### config.mk
export PLATFORM = sky130hd
export DESIGN_NAME = change_dispenser
export DESIGN_NICKNAME = d
export VERILOG_FILES = /design/src/rtl/change_dispenser.sv
export SDC_FILE = /design/constraint.sdc
export NUM_CORES = 1
export LEC_CHECK = 0
export ABC_AREA = 1
export ABC_CLOCK_PERIOD_IN_PS = 1700
export CORE_ASPECT_RATIO = 0.6
export CORE_MARGIN = 2
export CORE_UTILIZATION = 28
export DETAILED_ROUTE_END_ITERATION = 8
export PLACE_DENSITY_LB_ADDON = 0.2
export REMOVE_ABC_BUFFERS = 1
export SETUP_SLACK_MARGIN = 0.3
export SKIP_LAST_GASP = 1
export SLEW_MARGIN = 20
export SYNTH_ARGS = -nofsm -noshare
export SYNTH_HDL_FRONTEND = slang
export SYNTH_SLANG_ARGS = --single-unit
### constraint.sdc
create_clock -name clk -period 1.7 [get_ports clk]
set_clock_uncertainty 0.2 [all_clocks]
set_input_delay 0.17 -clock clk [delete_from_list [all_inputs] [get_ports clk]]
set_output_delay 0.17 -clock clk [all_outputs]
set_load 0.005 [all_outputs]
### src/rtl/change_dispenser.sv
// -----------------------------------------------------------------------------
// change_dispenser
//   Pays out a change amount one coin at a time, greedy largest-first
//   (20, 10, 5). A denomination is used only while its inventory is non-zero.
//   Each coin is handed to the hopper over a valid/ack handshake. The block
//   ends with either a done pulse (remainder reached 0) or a short_change
//   pulse (remainder cannot be paid from what is left in inventory).
//
// Ports
//   clk           system clock, rising edge
//   reset         asynchronous active-high reset
//   start         one-cycle request to pay out change_amt (honoured in IDLE)
//   change_amt    amount to pay, sampled with start
//   coin_ack      hopper has taken the presented coin
//   refill        reload all inventories (honoured in IDLE without start)
//   busy          high whenever the machine is not in IDLE
//   coin_valid    a coin is being presented
//   coin_5/10/20  one-hot coin select, qualified by coin_valid
//   done          one-cycle pulse, change fully paid
//   short_change  one-cycle pulse, remainder could not be paid
//   remaining     current undispensed amount
//   cnt_5/10/20   per-denomination inventory
// -----------------------------------------------------------------------------
module change_dispenser #(
    parameter int AMT_W   = 6,
    parameter int CNT_W   = 4,
    parameter int INIT_5  = 8,
    parameter int INIT_10 = 8,
    parameter int INIT_20 = 4
) (
    input  logic             clk,
    input  logic             reset,
    input  logic             start,
    input  logic [AMT_W-1:0] change_amt,
    input  logic             coin_ack,
    input  logic             refill,
    output logic             busy,
    output logic             coin_valid,
    output logic             coin_5,
    output logic             coin_10,
    output logic             coin_20,
    output logic             done,
    output logic             short_change,
    output logic [AMT_W-1:0] remaining,
    output logic [CNT_W-1:0] cnt_5,
    output logic [CNT_W-1:0] cnt_10,
    output logic [CNT_W-1:0] cnt_20
);

    typedef enum logic [2:0] {
        IDLE     = 3'd0,
        SELECT   = 3'd1,
        DISPENSE = 3'd2,
        DONE     = 3'd3,
        ERROR    = 3'd4
    } state_t;

    // One-hot coin select, bit order {20, 10, 5}.
    localparam logic [2:0] SEL_NONE = 3'b000;
    localparam logic [2:0] SEL_5    = 3'b001;
    localparam logic [2:0] SEL_10   = 3'b010;
    localparam logic [2:0] SEL_20   = 3'b100;

    localparam logic [AMT_W-1:0] VAL_5  = AMT_W'(5);
    localparam logic [AMT_W-1:0] VAL_10 = AMT_W'(10);
    localparam logic [AMT_W-1:0] VAL_20 = AMT_W'(20);

    localparam logic [CNT_W-1:0] CNT_ONE = CNT_W'(1);

    state_t           state_reg, state_next;
    logic [AMT_W-1:0] remaining_reg, remaining_next;
    logic [CNT_W-1:0] cnt_5_reg, cnt_5_next;
    logic [CNT_W-1:0] cnt_10_reg, cnt_10_next;
    logic [CNT_W-1:0] cnt_20_reg, cnt_20_next;
    logic [2:0]       coin_sel_reg, coin_sel_next;

    // -------------------------------------------------------------------------
    // State and datapath registers
    // -------------------------------------------------------------------------
    always_ff @(posedge clk or posedge reset) begin
        if (reset) begin
            state_reg     <= IDLE;
            remaining_reg <= '0;
            cnt_5_reg     <= CNT_W'(INIT_5);
            cnt_10_reg    <= CNT_W'(INIT_10);
            cnt_20_reg    <= CNT_W'(INIT_20);
            coin_sel_reg  <= SEL_NONE;
        end else begin
            state_reg     <= state_next;
            remaining_reg <= remaining_next;
            cnt_5_reg     <= cnt_5_next;
            cnt_10_reg    <= cnt_10_next;
            cnt_20_reg    <= cnt_20_next;
            coin_sel_reg  <= coin_sel_next;
        end
    end

    // -------------------------------------------------------------------------
    // Next-state and datapath update
    // -------------------------------------------------------------------------
    always_comb begin
        state_next     = state_reg;
        remaining_next = remaining_reg;
        cnt_5_next     = cnt_5_reg;
        cnt_10_next    = cnt_10_reg;
        cnt_20_next    = cnt_20_reg;
        coin_sel_next  = coin_sel_reg;

        case (state_reg)
            IDLE: begin
                // start has priority; a simultaneous refill is simply lost.
                if (start) begin
                    remaining_next = change_amt;
                    state_next     = SELECT;
                end else if (refill) begin
                    cnt_5_next  = CNT_W'(INIT_5);
                    cnt_10_next = CNT_W'(INIT_10);
                    cnt_20_next = CNT_W'(INIT_20);
                end
            end

            SELECT: begin
                // Selecting only when value <= remaining and count > 0 keeps
                // both the subtraction and the decrement in DISPENSE safe.
                if (remaining_reg == '0) begin
                    state_next = DONE;
                end else if (remaining_reg >= VAL_20 && cnt_20_reg != '0) begin
                    coin_sel_next = SEL_20;
                    state_next    = DISPENSE;
                end else if (remaining_reg >= VAL_10 && cnt_10_reg != '0) begin
                    coin_sel_next = SEL_10;
                    state_next    = DISPENSE;
                end else if (remaining_reg >= VAL_5 && cnt_5_reg != '0) begin
                    coin_sel_next = SEL_5;
                    state_next    = DISPENSE;
                end else begin
                    // Residue that is not a multiple of 5, or inventory exhausted.
                    state_next = ERROR;
                end
            end

            DISPENSE: begin
                if (coin_ack) begin
                    state_next = SELECT;
                    case (coin_sel_reg)
                        SEL_20: begin
                            remaining_next = remaining_reg - VAL_20;
                            cnt_20_next    = cnt_20_reg - CNT_ONE;
                        end
                        SEL_10: begin
                            remaining_next = remaining_reg - VAL_10;
                            cnt_10_next    = cnt_10_reg - CNT_ONE;
                        end
                        SEL_5: begin
                            remaining_next = remaining_reg - VAL_5;
                            cnt_5_next     = cnt_5_reg - CNT_ONE;
                        end
                        default: begin
                            remaining_next = remaining_reg;
                        end
                    endcase
                end
            end

            DONE:    state_next = IDLE;
            ERROR:   state_next = IDLE;
            default: state_next = IDLE;
        endcase
    end

    // -------------------------------------------------------------------------
    // Moore output decode
    // -------------------------------------------------------------------------
    assign busy         = (state_reg != IDLE);
    assign coin_valid   = (state_reg == DISPENSE);
    assign coin_5       = coin_valid & coin_sel_reg[0];
    assign coin_10      = coin_valid & coin_sel_reg[1];
    assign coin_20      = coin_valid & coin_sel_reg[2];
    assign done         = (state_reg == DONE);
    assign short_change = (state_reg == ERROR);
    assign remaining    = remaining_reg;
    assign cnt_5        = cnt_5_reg;
    assign cnt_10       = cnt_10_reg;
    assign cnt_20       = cnt_20_reg;

endmodule

Word level (Yosys, flattened, before mapping)
Cells that the tools add are included. W data, S select, Z words.

Bits of input ports: 11. Bits in registers: 24. Logic and storage cells: 78. Output and inout port bits: 25.

Bitwise gates (word level): 4. Reduce and logical (&&, ||, !) cells: 17. Multiplexer cells: 27. Add/sub/neg operators: 6. Magnitude comparators: 3. Eq/ne operators: 15.

Operators with widths (count): $mux W4 (10); $mux W3 (9); $pmux W4 S2 (3); $pmux W6 S3 (1); $reduce_and A5 Y1 (3); $mux W6 (2); $pmux W6 S2 (1); $reduce_bool A4 Y1 (3); $sub A4 B1 Y4 const B (3); $eq A3 B2 Y1 const B (3); $pmux W3 S3 (1); $ne A2 B2 Y1 const B (4); $eq A3 B1 Y1 const B (2); $eq A3 B3 Y1 const B (2); $ge A6 B3 Y1 const B (1); $ge A6 B4 Y1 const B (1); $ge A6 B5 Y1 const B (1); $logic_not A6 Y1 (1); $ne A2 B1 Y1 const B (3); $reduce_bool A3 Y1 (2); $sub A6 B3 Y6 const B (1); $sub A6 B4 Y6 const B (1); $sub A6 B5 Y6 const B (1); $ne A4 B1 Y1 const B (1); 8 further kinds (12).

Logic depth before layout (Yosys ltp)
Gate-level depths: netlist of the first run.

Word-level depth: 7. Mapped depth: 11. Gate-level depth less buffers: 10.

Worst setup path after synthesis of the first run
Ideal clock, no wire load.

Path type: reg2reg. From: reg remaining_reg[2], in the netlist remaining[2]. To: reg coin_sel_reg[0]. Period minus slack after synthesis: 1.796 ns. Stages on the path, launching flop included: 10. Required time: 1.434 ns. Data arrival time: 1.530 ns. Setup time: 0.066 ns. Buffers on the path: 0. Slack: -0.096 ns. Cell sequence: dfrtp_1 > inv_1 > ha_1 > nand2_1 > nand2_1 > o22ai_1 > nand3_1 > nand2_1 > nand2_1 > nand2_1.

Cells in the longest elaborated chain, start to end: 4. Elaborated cells on any way between the ends: 12. Classes of those cells: order compare: 3; mux: 2; bitwise: 1; reduce/logical: 6.

RTL lines: start: declaration (RTL line 71) `logic [AMT_W-1:0] remaining_reg, remaining_next;`; start signal: assignment (RTL line 90) `remaining_reg <= remaining_next;`; $ge A6 B5 Y1, or another cell as far along (RTL line 127) `end else if (remaining_reg >= VAL_20 && cnt_20_reg != '0) begin`; $logic_and A1 B1 Y1, on equally long branches (RTL line 127, 130, 133); $reduce_bool A3 Y1 (no source line) / $mux W3 (equally long branches); $reduce_and A3 Y1 (no source line) / $mux W3 (equally long branches); end signal: assignment (RTL line 94) `coin_sel_reg <= coin_sel_next;`; end: declaration (RTL line 75) `logic [2:0] coin_sel_reg, coin_sel_next;`.

Parallel ways exist; a longest one is shown, timed or not. A chain may end at the register's enable or synchronous reset.

Worst setup path in the final report of the first run
From: reg state_reg[0]. To: reg cnt_5_reg[0], in the netlist cnt_5[0].

Cells in the longest elaborated chain, start to end: 3. Elaborated cells on any way between the ends: 9. Classes of those cells: eq/ne: 5; mux: 1; reduce/logical: 3.

RTL lines: start: declaration (RTL line 70) `state_t state_reg, state_next;`; start signal: assignment (RTL line 89) `state_reg <= state_next;`; $eq A3 B2 Y1 / $logic_not A3 Y1 (equally long branches) (RTL line 109) `case (state_reg)`; $ne A2 B1 Y1 (no source line), or another cell as far along; $reduce_and A5 Y1 (no source line); end signal: assignment (RTL line 84) `cnt_5_reg <= CNT_W'(INIT_5);`; end signal: assignment (RTL line 91) `cnt_5_reg <= cnt_5_next;`; end: declaration (RTL line 72) `logic [CNT_W-1:0] cnt_5_reg, cnt_5_next;`.

Parallel ways exist; a longest one is shown, timed or not.

==> out/summary.txt, run 1 <==
Status -> finished, violations left
Failing checks -> negative setup slack
Clock share of power -> 9.4%
Worst-Margin Slew -> 0.323 ns
Dominant cells by area after synthesis -> dfrtp_1, nand2_1, ha_1
Max VDD drop -> 886 uV
Most frequent cells after synthesis -> nand2_1, inv_1, nand3_1
Crit end category -> flip-flop
Routed len/inst -> 13.3 um
Core Rows -> 23
Longest Clk Path Bufs -> 2
Multi-input gate area -> 1450 um^2
Final nets -> 406
H-tree depth -> 1
P&R area growth vs syn -> 77.1%
Worst setup SP type -> flip-flop
Fin util -> 51.4%
Sw frac -> 45.1%
Post-synth EDFFs -> 0
Cell taking the most area after synthesis -> dfrtp_1
Die area -> 7630 um^2
Detailed placement HPWL -> 4150 um
Sum Neg Setup Slack -> -0.221 ns
All-Layer GR Usage -> 17.1%
Final setup vio count -> 10
Netlist cell types -> 36
GP Congestion -> 0.894
Slew headroom -> 78.5%
Pint -> 4.11 mW
Comb power frac -> 75.8%
Sink Count -> 24
Hold_ws -> 0.0582 ns
Global route overflow -> 0
Initial Utilization -> 29.0%
DP Area -> 2720 um^2
ANT nets after route -> 0
Drt drc -> 0
Worst Reg-to-Reg Cells -> 9
Top-area cell type share of the netlist area -> 27.1%
Worst path required time -> 1.69 ns
Post-Syn Instances -> 267
DRT Wirelength -> 6230 um
Sequential share of power -> 14.8%
Register area -> 609 um^2
Number of global-route vias before repair -> 1993
YS warnings -> 0
Cell area after layout -> 3430 um^2
Avg Cell Area, Syn -> 7.26 um^2
CP Max Fanout -> 7
Vias -> 2137
Final Hold Vio Count -> 0
Fin crit period -> 1.75 ns
Antenna diodes -> 0
Antenna violations before repair -> 0
Primary FF master, synth -> dfrtp_1
CP arrival -> 1.74 ns
Synth async-reset ratio -> 100%
P_leak -> 1.66 nW
RSZ-0062 raised after global routing -> true
Clk root buf -> clkbuf_16
Pwr/cell area -> 2180 nW/um^2
Layout cells sized above 1 -> 48.0%
Ports -> 36
Cell with the most instances after synthesis -> nand2_1
PortBufs -> 35
Final Cycle Share -> 103%
Clock Latency Late Sink -> 0.27 ns
First drt pass iteration count -> 4
Worst Path Class, Setup -> flip-flop to flip-flop
Largest net degree at the start of global routing -> 25
Total CTS buffers -> 3
Max reg flops -> 6
Worst Setup Slack, final -> -0.0522 ns
Core Area -> 6680 um^2
Max Slew Vio Count -> 0
Initial DRC Count -> 185
CTS tree -> yes
Die Width -> 111 um
Number of synthesized register bits -> 24
Number of fillers in the final layout -> 626
Hold_buf cts -> 0
F_max -> 571 MHz
DR vias/cell -> 4.57
Clock transition at path regs -> 0.07 ns
Max Cap Viol -> 0
First-pass GRT wire length -> 10200 um
Sw power -> 3.37 mW
Hold Path Class -> primary input to async pin
Die Y -> 68.5 um
Post-synthesis sequential area ratio -> 31.2%
Post-Syn Area -> 1940 um^2
[kinds of logic after synthesis]
logic type                 share of synthesized area (%)
buffers and inverters                               9.61
and+or+nand+nor                                     39.2
adders and majority gates                           8.39
xor gates and xnor gates                            2.71
DFF                                                 31.2
AOI/OAI and AO/OA                                   8.97
[path summary, 6_finish.rpt]
check	startpoint	to	slack (ns)
worst min register to register	coin_sel_reg[0]	coin_sel_reg[0]	0.33
max in group asynchronous	reset	cnt_5[3]	0.95
worst max-delay path	state_reg[0]	cnt_5[0]	-0.05
min in group clk	coin_sel_reg[0]	coin_sel_reg[0]	0.33
worst max register to register	state_reg[0]	cnt_5[0]	-0.05
worst min-delay path	reset	cnt_10[0]	0.06
[metrics by stage]
step / power (mW) / setup WS [ns] / std cells
after CTS: 6.85 / 0.0190 / 457
final: 7.48 / -0.0522 / 468
after global routing: 8.06 / -0.137 / 468
after floorplan: 3.43 / -0.0959 / 262
after detailed placement: 5.31 / -0.0525 / 429
after global placement: 5.31 / -0.0348 / 429
[power by group through the flow]
| stage | clock [mW] | combinational, mW | sequential [mW] |
|---|---|---|---|
| 2_1_floorplan | 0 | 2.23 | 1.20 |
| 3_3_place_gp | 0 | 4.17 | 1.14 |
| 3_5_place_dp | 0 | 4.16 | 1.14 |
| 4_1_cts | 0.718 | 5.03 | 1.10 |
| 5_1_grt | 0.736 | 6.18 | 1.14 |
| 6_report | 0.701 | 5.67 | 1.11 |
[critical path: stages, from the launching register on]
cell     delay (ns)
dfrtp_2        0.45
nor2_8         0.13
buf_6          0.11
buf_6          0.11
nand3_4        0.08
o21ai_4        0.07
nand2_4        0.12
nor2_4         0.21
nand3_2        0.08
o21ai_1        0.10
[layout make-up]
cell class              instances  share of cell area, %
well taps                      87                   3.17
flip-flops and latches         24                   17.7
clock inverters                 1                  0.874
multi-input cells             198                   42.1
repair buffers                115                   28.9
inverters                      40                   5.03
clock buffers                   3                   2.19
[placed cells by master, fill, tap and decap left out, types with 6 or more instances in the layout]
cell | Yosys | final
buf_6 | 1 | 18
ha_4 | 0 | 7
dlygate4sd2_1 | 0 | 6
nor2_1 | 18 | 12
inv_1 | 38 | 29
nand2_2 | 4 | 13
clkdlybuf4s50_1 | 0 | 12
nand2_4 | 5 | 9
o21ai_1 | 4 | 6
buf_2 | 2 | 6
inv_2 | 1 | 6
dfrtp_1 | 21 | 17
o21ai_0 | 11 | 6
nand3_2 | 1 | 6
o21ai_2 | 6 | 8
buf_4 | 1 | 60
nand4_1 | 8 | 8
nand2_1 | 71 | 57
nand3_1 | 30 | 22
[what timing repair did]
| item | 4_1_cts | 5_1_grt |
|---|---|---|
| pin swaps | 24 | 27 |
| setup endpoints to repair | 49 | 38 |
| gates resized for setup | 126 | 40 |
| buffers inserted | 24 | 11 |
[metal layers]
metal	vias to the layer above	share of wire [%]	GRT usage, %
met4	0	2.1	4.78
li1	1086	-	-
met5	-	0	0
met3	13	4.6	3.19
met1	978	51	24.2
met2	60	42	26.8
Note: power is estimated with default switching activity, not from simulation.
==> inputs of run 2 (changes only) <==
- ABC_AREA: 1 -> default
- SLEW_MARGIN: 20 -> default
==> run 2 against run 1 <==
Net effect: highest routed layer unchanged; utilization up 2.7 points; the run still ends with negative setup slack left; non-clock buffer count is 25 higher; die area decreased by 0.25%; flip-flop and latch count is the same; area after synthesis shrank 0.26%; critical path depth down 1; largest power group unchanged; total power hardly changed.
==> out/summary.txt, run 2 <==
DRT Wirelength -> 6910 um (+11%)
Core Area -> 6680 um^2 (unchanged)
Initial Utilization -> 29.0% (-0.075 points)
RSZ-0062 raised after global routing -> true
All-Layer GR Usage -> 18.4% (+1.3 points)
DP Area -> 2820 um^2 (+4.0%)
Total CTS buffers -> 3 (unchanged)
Worst Path Class, Setup -> flip-flop to flip-flop
Worst-Margin Slew -> 0.380 ns (+0.0576 ns)
Post-synth EDFFs -> 0 (unchanged)
Final Hold Vio Count -> 0 (unchanged)
Max VDD drop -> 835 uV (-5.8%)
Initial DRC Count -> 141 (-24%)
Hold Path Class -> primary input to async pin
Top-area cell type share of the netlist area -> 27.2% (+0.070 points)
Most frequent cells in the layout -> buf_4, buf_6, dfrtp_1
Final Cycle Share -> 113% (+10 points)
Worst Reg-to-Reg Cells -> 8 (-1)
Antenna violations before repair -> 0 (unchanged)
CP startpoint -> remaining[2]
Most frequent cells after synthesis -> dfrtp_1, nand2_1, nor2_1
Layout cells sized above 1 -> 56.0% (+7.9 points)
Commonest non-fill, non-tap cell in the layout -> buf_4
P_leak -> 1.62 nW (-2.5%)
Post-synthesis sequential area ratio -> 31.2% (+0.081 points)
Clock transition at path regs -> 0.07 ns (about the same)
Slew headroom -> 74.5% (-3.9 points)
Avg Cell Area, Syn -> 8.87 um^2 (+22%)
First-pass GRT wire length -> 10900 um (+6.9%)
Fin crit period -> 1.92 ns (+0.170 ns)
DR vias/cell -> 4.88 (+7.0%)
Number of fillers in the final layout -> 626 (unchanged)
Antenna diodes -> 0 (unchanged)
Pwr/cell area -> 2070 nW/um^2 (-4.9%)
FF-to-FF End -> remaining[3]
PortBufs -> 35 (unchanged)
Number of global-route vias before repair -> 2090 (+4.9%)
Cell Chain, Critical Path -> inv_4 -> buf_4 -> ha_2 -> xor2_1 -> o22ai_1 -> o21ai_1 -> a311oi_1 -> a21o_1
Worst path depth -> 8 (-1)
CP arrival -> 1.88 ns (+0.14 ns)
Status -> finished, violations left
Crit end category -> flip-flop
Drt drc -> 0 (unchanged)
CTS tree -> yes
Hold_buf cts -> 0 (unchanged)
YS warnings -> 0 (unchanged)
Reg2Reg Launch Point -> remaining[2]
Cell taking the most area after synthesis -> dfrtp_1
Final nets -> 377 (-7.1%)
Failing checks -> negative setup slack
Worst path required time -> 1.65 ns (-0.04 ns)
Dominant cells by area after synthesis -> dfrtp_1, ha_1, dfstp_2
Clock Latency Late Sink -> 0.26 ns (about the same)
Xor/xnor share of the synthesized area -> 3.62% (+0.91 points)
First drt pass iteration count -> 4 (unchanged)
Detailed placement HPWL -> 4690 um (+13%)
P&R area growth vs syn -> 86.9%
Post-Syn Instances -> 218 (-18%)
F_max -> 520 MHz (-8.8%)
Max Slew Vio Count -> 0 (unchanged)
Longest Clk Path Bufs -> 2 (unchanged)
Netlist cell types -> 59 (+64%)
Synth Area in Compound Gates -> 26.2% (+17 points)
Ports -> 36 (unchanged)
CP Max Fanout -> 5 (-2)
GP Congestion -> 0.812 (-9.2%)
Main combinational cell family by area after synthesis -> compound AO/OA/AOI/OAI gates
Number of synthesized register bits -> 24 (unchanged)
Cell with the most instances after synthesis -> dfrtp_1
Largest stage delay on the critical path -> 0.47 ns (+0.02 ns)
Worst setup SP type -> flip-flop
Synth async-reset ratio -> 100% (unchanged)
Post-Syn Area -> 1930 um^2 (-0.26%)
R2r setup slk -> -0.22 ns (-0.17 ns)
Clk root buf -> clkbuf_16
Worst path slowest cell -> dfrtp_2
Core Rows -> 23 (unchanged)
CP delay by family, top -> compound AO/OA/AOI/OAI gates
Die Width -> 111 um (-0.12%)
Fin util -> 54.1% (+2.7 points)
Buf/Inv on CP -> 2 (unchanged)
Global route overflow -> 0 (unchanged)
Die Y -> 68.4 um (-0.12%)
Cell area after layout -> 3610 um^2 (+5.2%)
Worst Setup Slack, final -> -0.222 ns (-0.170 ns)
Vias -> 2144 (+0.33%)
Die area -> 7610 um^2 (-0.25%)
Primary FF master, synth -> dfrtp_1
Hold_ws -> 0.0664 ns (+0.00820 ns)
Max Cap Viol -> 0 (unchanged)
Multiplexer area fraction after synthesis -> 0.517% (+0.52 points)
ANT nets after route -> 0 (unchanged)
Largest net degree at the start of global routing -> 25 (unchanged)
Synth Area in Simple Gates -> 23.2% (-16 points)
Final setup vio count -> 25 (+15)
Routed len/inst -> 15.7 um (+18%)
Sum Neg Setup Slack -> -3.17 ns (-2.95 ns)
H-tree depth -> 1 (unchanged)
Max reg flops -> 6 (unchanged)
Post-synthesis adder-cell area fraction -> 8.41% (+0.022 points)
Sink Count -> 24 (unchanged)
-- run 2: kinds of logic (layout without fill, tap and decap cells) --
group | count (synthesis) | count (layout)
AOI/OAI and AO/OA | 73 | 73
and+or+nand+nor | 73 | 73
buffers and inverters | 26 | 160
DFF | 24 | 24
adders and majority gates | 13 | 13
xor gates and xnor gates | 8 | 8
muxes | 1 | 1
-- run 2: how the worst max path moves through the flow --
stage | end
after floorplan | coin_sel_reg[0]
after global placement | remaining[5]
after detailed placement | coin_sel_reg[1]
after CTS | coin_sel_reg[1]
after global routing | remaining[3]
final | remaining[3]
-- run 2: power breakdown --
part | switching, mW | internal, mW | leakage (nW) | total (mW)
Sequential | 0.252 | 0.835 | 0.299 | 1.09
Clock | 0.219 | 0.469 | 0.0511 | 0.688
Combinational | 2.59 | 3.12 | 1.27 | 5.70
-- run 2: layout make-up --
class / instances / area, um^2 / share of cell area (%)
Clock buffer: 3 / 75.1 / 2.08
Clock inverter: 1 / 30.0 / 0.831
Inverter: 16 / 75.1 / 2.08
Multi-Input combinational cell: 168 / 1470 / 40.6
Sequential cell: 24 / 611 / 16.9
Tap cell: 87 / 109 / 3.01
Timing Repair Buffer: 140 / 1250 / 34.5
-- run 2: repair_timing --
action,CTS,global route
resized for setup,133,66
gates cloned,1,1
endpoints found under the setup margin,49,45
pin swaps,22,25
buffers inserted,29,7
-- run 2: metal layers --
layer / global-route usage [%] / part of all wire, % / up-vias
met5: 0 / 0 / -
met4: 3.24 / 0.45 / 0
met3: 4.52 / 6.4 / 4
met2: 28.0 / 42 / 58
met1: 26.7 / 51 / 1019
li1: - / - / 1063
-- run 2: per-stage QoR --
stage	cells	worst slack [ns]	power (mW)
floorplan	208	-0.253	3.02
global placement	397	-0.247	5.18
detailed placement	397	-0.291	5.19
CTS	431	-0.178	6.82
global route	439	-0.285	8.03
finish	439	-0.222	7.48
-- run 2: worst min-delay path, stage by stage --
cell and delay (ns):
clkdlybuf4s50_1 0.39, inv_1 0.06, buf_4 0.31
==> inputs of run 3 (changes only) <==
- DONT_BUFFER_PORTS: default -> 1
- TNS_END_PERCENT: default -> 20
==> run 3 against run 2 <==
Net effect: the flow finishes with violations (negative hold slack, negative setup slack); clock power down 2%; critical endpoint is now remaining[4]; wire length down 10%; first-iteration DRC count up 0.71%; utilization down 10 points.
==> out/summary.txt, run 3 (synthesized netlist as in run 2, its figures left out) <==
Clock Latency Late Sink -> 0.26 ns (about the same)
Dpl cells -> 367 (-7.6%)
Fin crit period -> 1.85 ns (-0.0712 ns)
First-pass GRT wire length -> 10100 um (-7.3%)
Routed len/inst -> 16.2 um (+3.2%)
Final setup vio count -> 24 (-4.0%)
CP Max Fanout -> 4 (-1)
Failing checks -> negative hold slack, negative setup slack
Worst-Margin Slew -> 0.460 ns (+0.0794 ns)
Layout cells sized above 1 -> 43.5% (-12 points)
Met2 wire length -> 2420 um (-17%)
Longest Clk Path Bufs -> 2 (unchanged)
Most frequent cells in the layout -> buf_4, nand2_1, dfrtp_1
Die Width -> 111 um (unchanged)
Sink Count -> 24 (unchanged)
Global route overflow -> 0 (unchanged)
Hold Path Class -> primary input to flip-flop
Worst path required time -> 1.65 ns (about the same)
Fin util -> 43.9% (-10 points)
Number of fillers in the final layout -> 660 (+5.4%)
Vias -> 1884 (-12%)
Routed length on met3 -> 606 um (+37%)
DP Area -> 2520 um^2 (-11%)
P&R area growth vs syn -> 51.6%
GP Congestion -> 0.861 (+6.1%)
Worst Path Class, Setup -> flip-flop to flip-flop
Commonest non-fill, non-tap cell in the layout -> buf_4
Worst setup SP type -> flip-flop
Final nets -> 319 (-15%)
CTS tree -> yes
Max Slew Vio Count -> 0 (unchanged)
Detailed placement HPWL -> 4700 um (+0.12%)
Pwr/cell area -> 2130 nW/um^2 (+2.9%)
Drt drc -> 0 (unchanged)
Hold_ws -> -0.0884 ns (-0.155 ns)
WL met1 -> 3140 um (-11%)
Max Cap Viol -> 0 (unchanged)
Total CTS buffers -> 3 (unchanged)
All-Layer GR Usage -> 16.9% (-1.4 points)
Crit end category -> flip-flop
First drt pass iteration count -> 4 (unchanged)
Hold_buf cts -> 5 (+5)
Clk root buf -> clkbuf_16
Final Hold Vio Count -> 1 (+1)
Ports -> 36 (unchanged)
Largest net degree at the start of global routing -> 25 (unchanged)
RSZ-0062 raised after global routing -> true
Sum Neg Setup Slack -> -2.11 ns (+1.06 ns)
P_leak -> 1.28 nW (-21%)
Die Y -> 68.4 um (unchanged)
Initial DRC Count -> 142 (+0.71%)
Max reg flops -> 6 (unchanged)
Place WS -> -0.237 ns (+0.0542 ns)
DRT Wirelength -> 6190 um (-10%)
CP arrival -> 1.80 ns (-0.08 ns)
Core Area -> 6680 um^2 (unchanged)
Antenna diodes -> 0 (unchanged)
F_max -> 540 MHz (+3.8%)
Core Rows -> 23 (unchanged)
Max VDD drop -> 843 uV (+1.0%)
Worst Setup Slack, final -> -0.150 ns (+0.0712 ns)
Antenna violations before repair -> 0 (unchanged)
Initial Utilization -> 29.0% (unchanged)
Cell area after layout -> 2930 um^2 (-19%)
Total power -> 6.24 mW (-17%)
ANT nets after route -> 0 (unchanged)
Top Metal Used -> met4
Number of global-route vias before repair -> 1928 (-7.8%)
Status -> finished, violations left
H-tree depth -> 1 (unchanged)
Final Cycle Share -> 109% (-4.2 points)
Clock transition at path regs -> 0.06 ns (about the same)
Die area -> 7610 um^2 (unchanged)
DR vias/cell -> 4.94 (+1.3%)
Slew headroom -> 69.3% (-5.2 points)
PortBufs -> 0 (-100%)
Final Non-Filler Cells -> 381 (-13%)
==> run 3: changes by cell type in the layout (fill, tap and decap cells not counted), sizes merged <==
cell / previous run / this run
dlygate4sd3: 0 / 5
clkdlybuf4s15: 2 / 0
clkinv: 0 / 1
clkbuf: 8 / 3
dlygate4sd2: 2 / 0
clkdlybuf4s50: 12 / 0
buf: 119 / 77
inv: 16 / 15
==> run 3: worst paths after layout <==
| path | depth (start not counted) | endpoint | slack (ns) | start |
|---|---|---|---|---|
| worst min-delay path | 2 | state_reg[1] | -0.09 | coin_ack |
| worst min register to register | 2 | cnt_5[1] | 0.34 | cnt_5[1] |
| worst max-delay path | 8 | remaining[4] | -0.15 | remaining[0] |
| min in group asynchronous | 3 | cnt_20[0] | 0.21 | reset |
| worst max register to register | 8 | remaining[4] | -0.15 | remaining[0] |
| max in group asynchronous | 3 | cnt_5[3] | 0.80 | reset |
==> run 3: final cells by class <==
cell class	instances	area (um^2)	share of cell area (%)
clock inverters	1	30.0	1.02
clock buffers	3	75.1	2.56
inverters	16	72.6	2.48
repair buffers	82	659	22.5
flip-flops and latches	24	611	20.8
well taps	87	109	3.71
multi-input cells	168	1380	46.9
==> run 3: power by group <==
group	switching [mW]	leakage [nW]	internal (mW)
logic	2.19	0.926	2.25
clock network	0.205	0.0511	0.468
registers	0.301	0.299	0.835
total	2.69	1.28	3.55
==> run 3: layer usage <==
| metal | track usage [%] | up-vias |
|---|---|---|
| met5 | 0 | - |
| met4 | 1.85 | 0 |
| met3 | 4.69 | 2 |
| met2 | 25.1 | 62 |
| met1 | 25.2 | 872 |
| li1 | - | 948 |
==> run 3: critical path: stages, from the launching register on <==
cell and delay (ns):
dfrtp_2 0.46, inv_4 0.09, ha_4 0.15, buf_4 0.13, inv_1 0.06, a21oi_2 0.15, xnor2_1 0.16, o2111ai_2 0.13
a22o_1 0.20
==> run 3: timing repair <==
item / 4_1_cts / 5_1_grt
hold endpoints to repair: 29 / 1
setup buffers: 5 / 0
resized for setup: 31 / 24
pin swaps: 10 / 10
endpoints found under the setup margin: 31 / 34
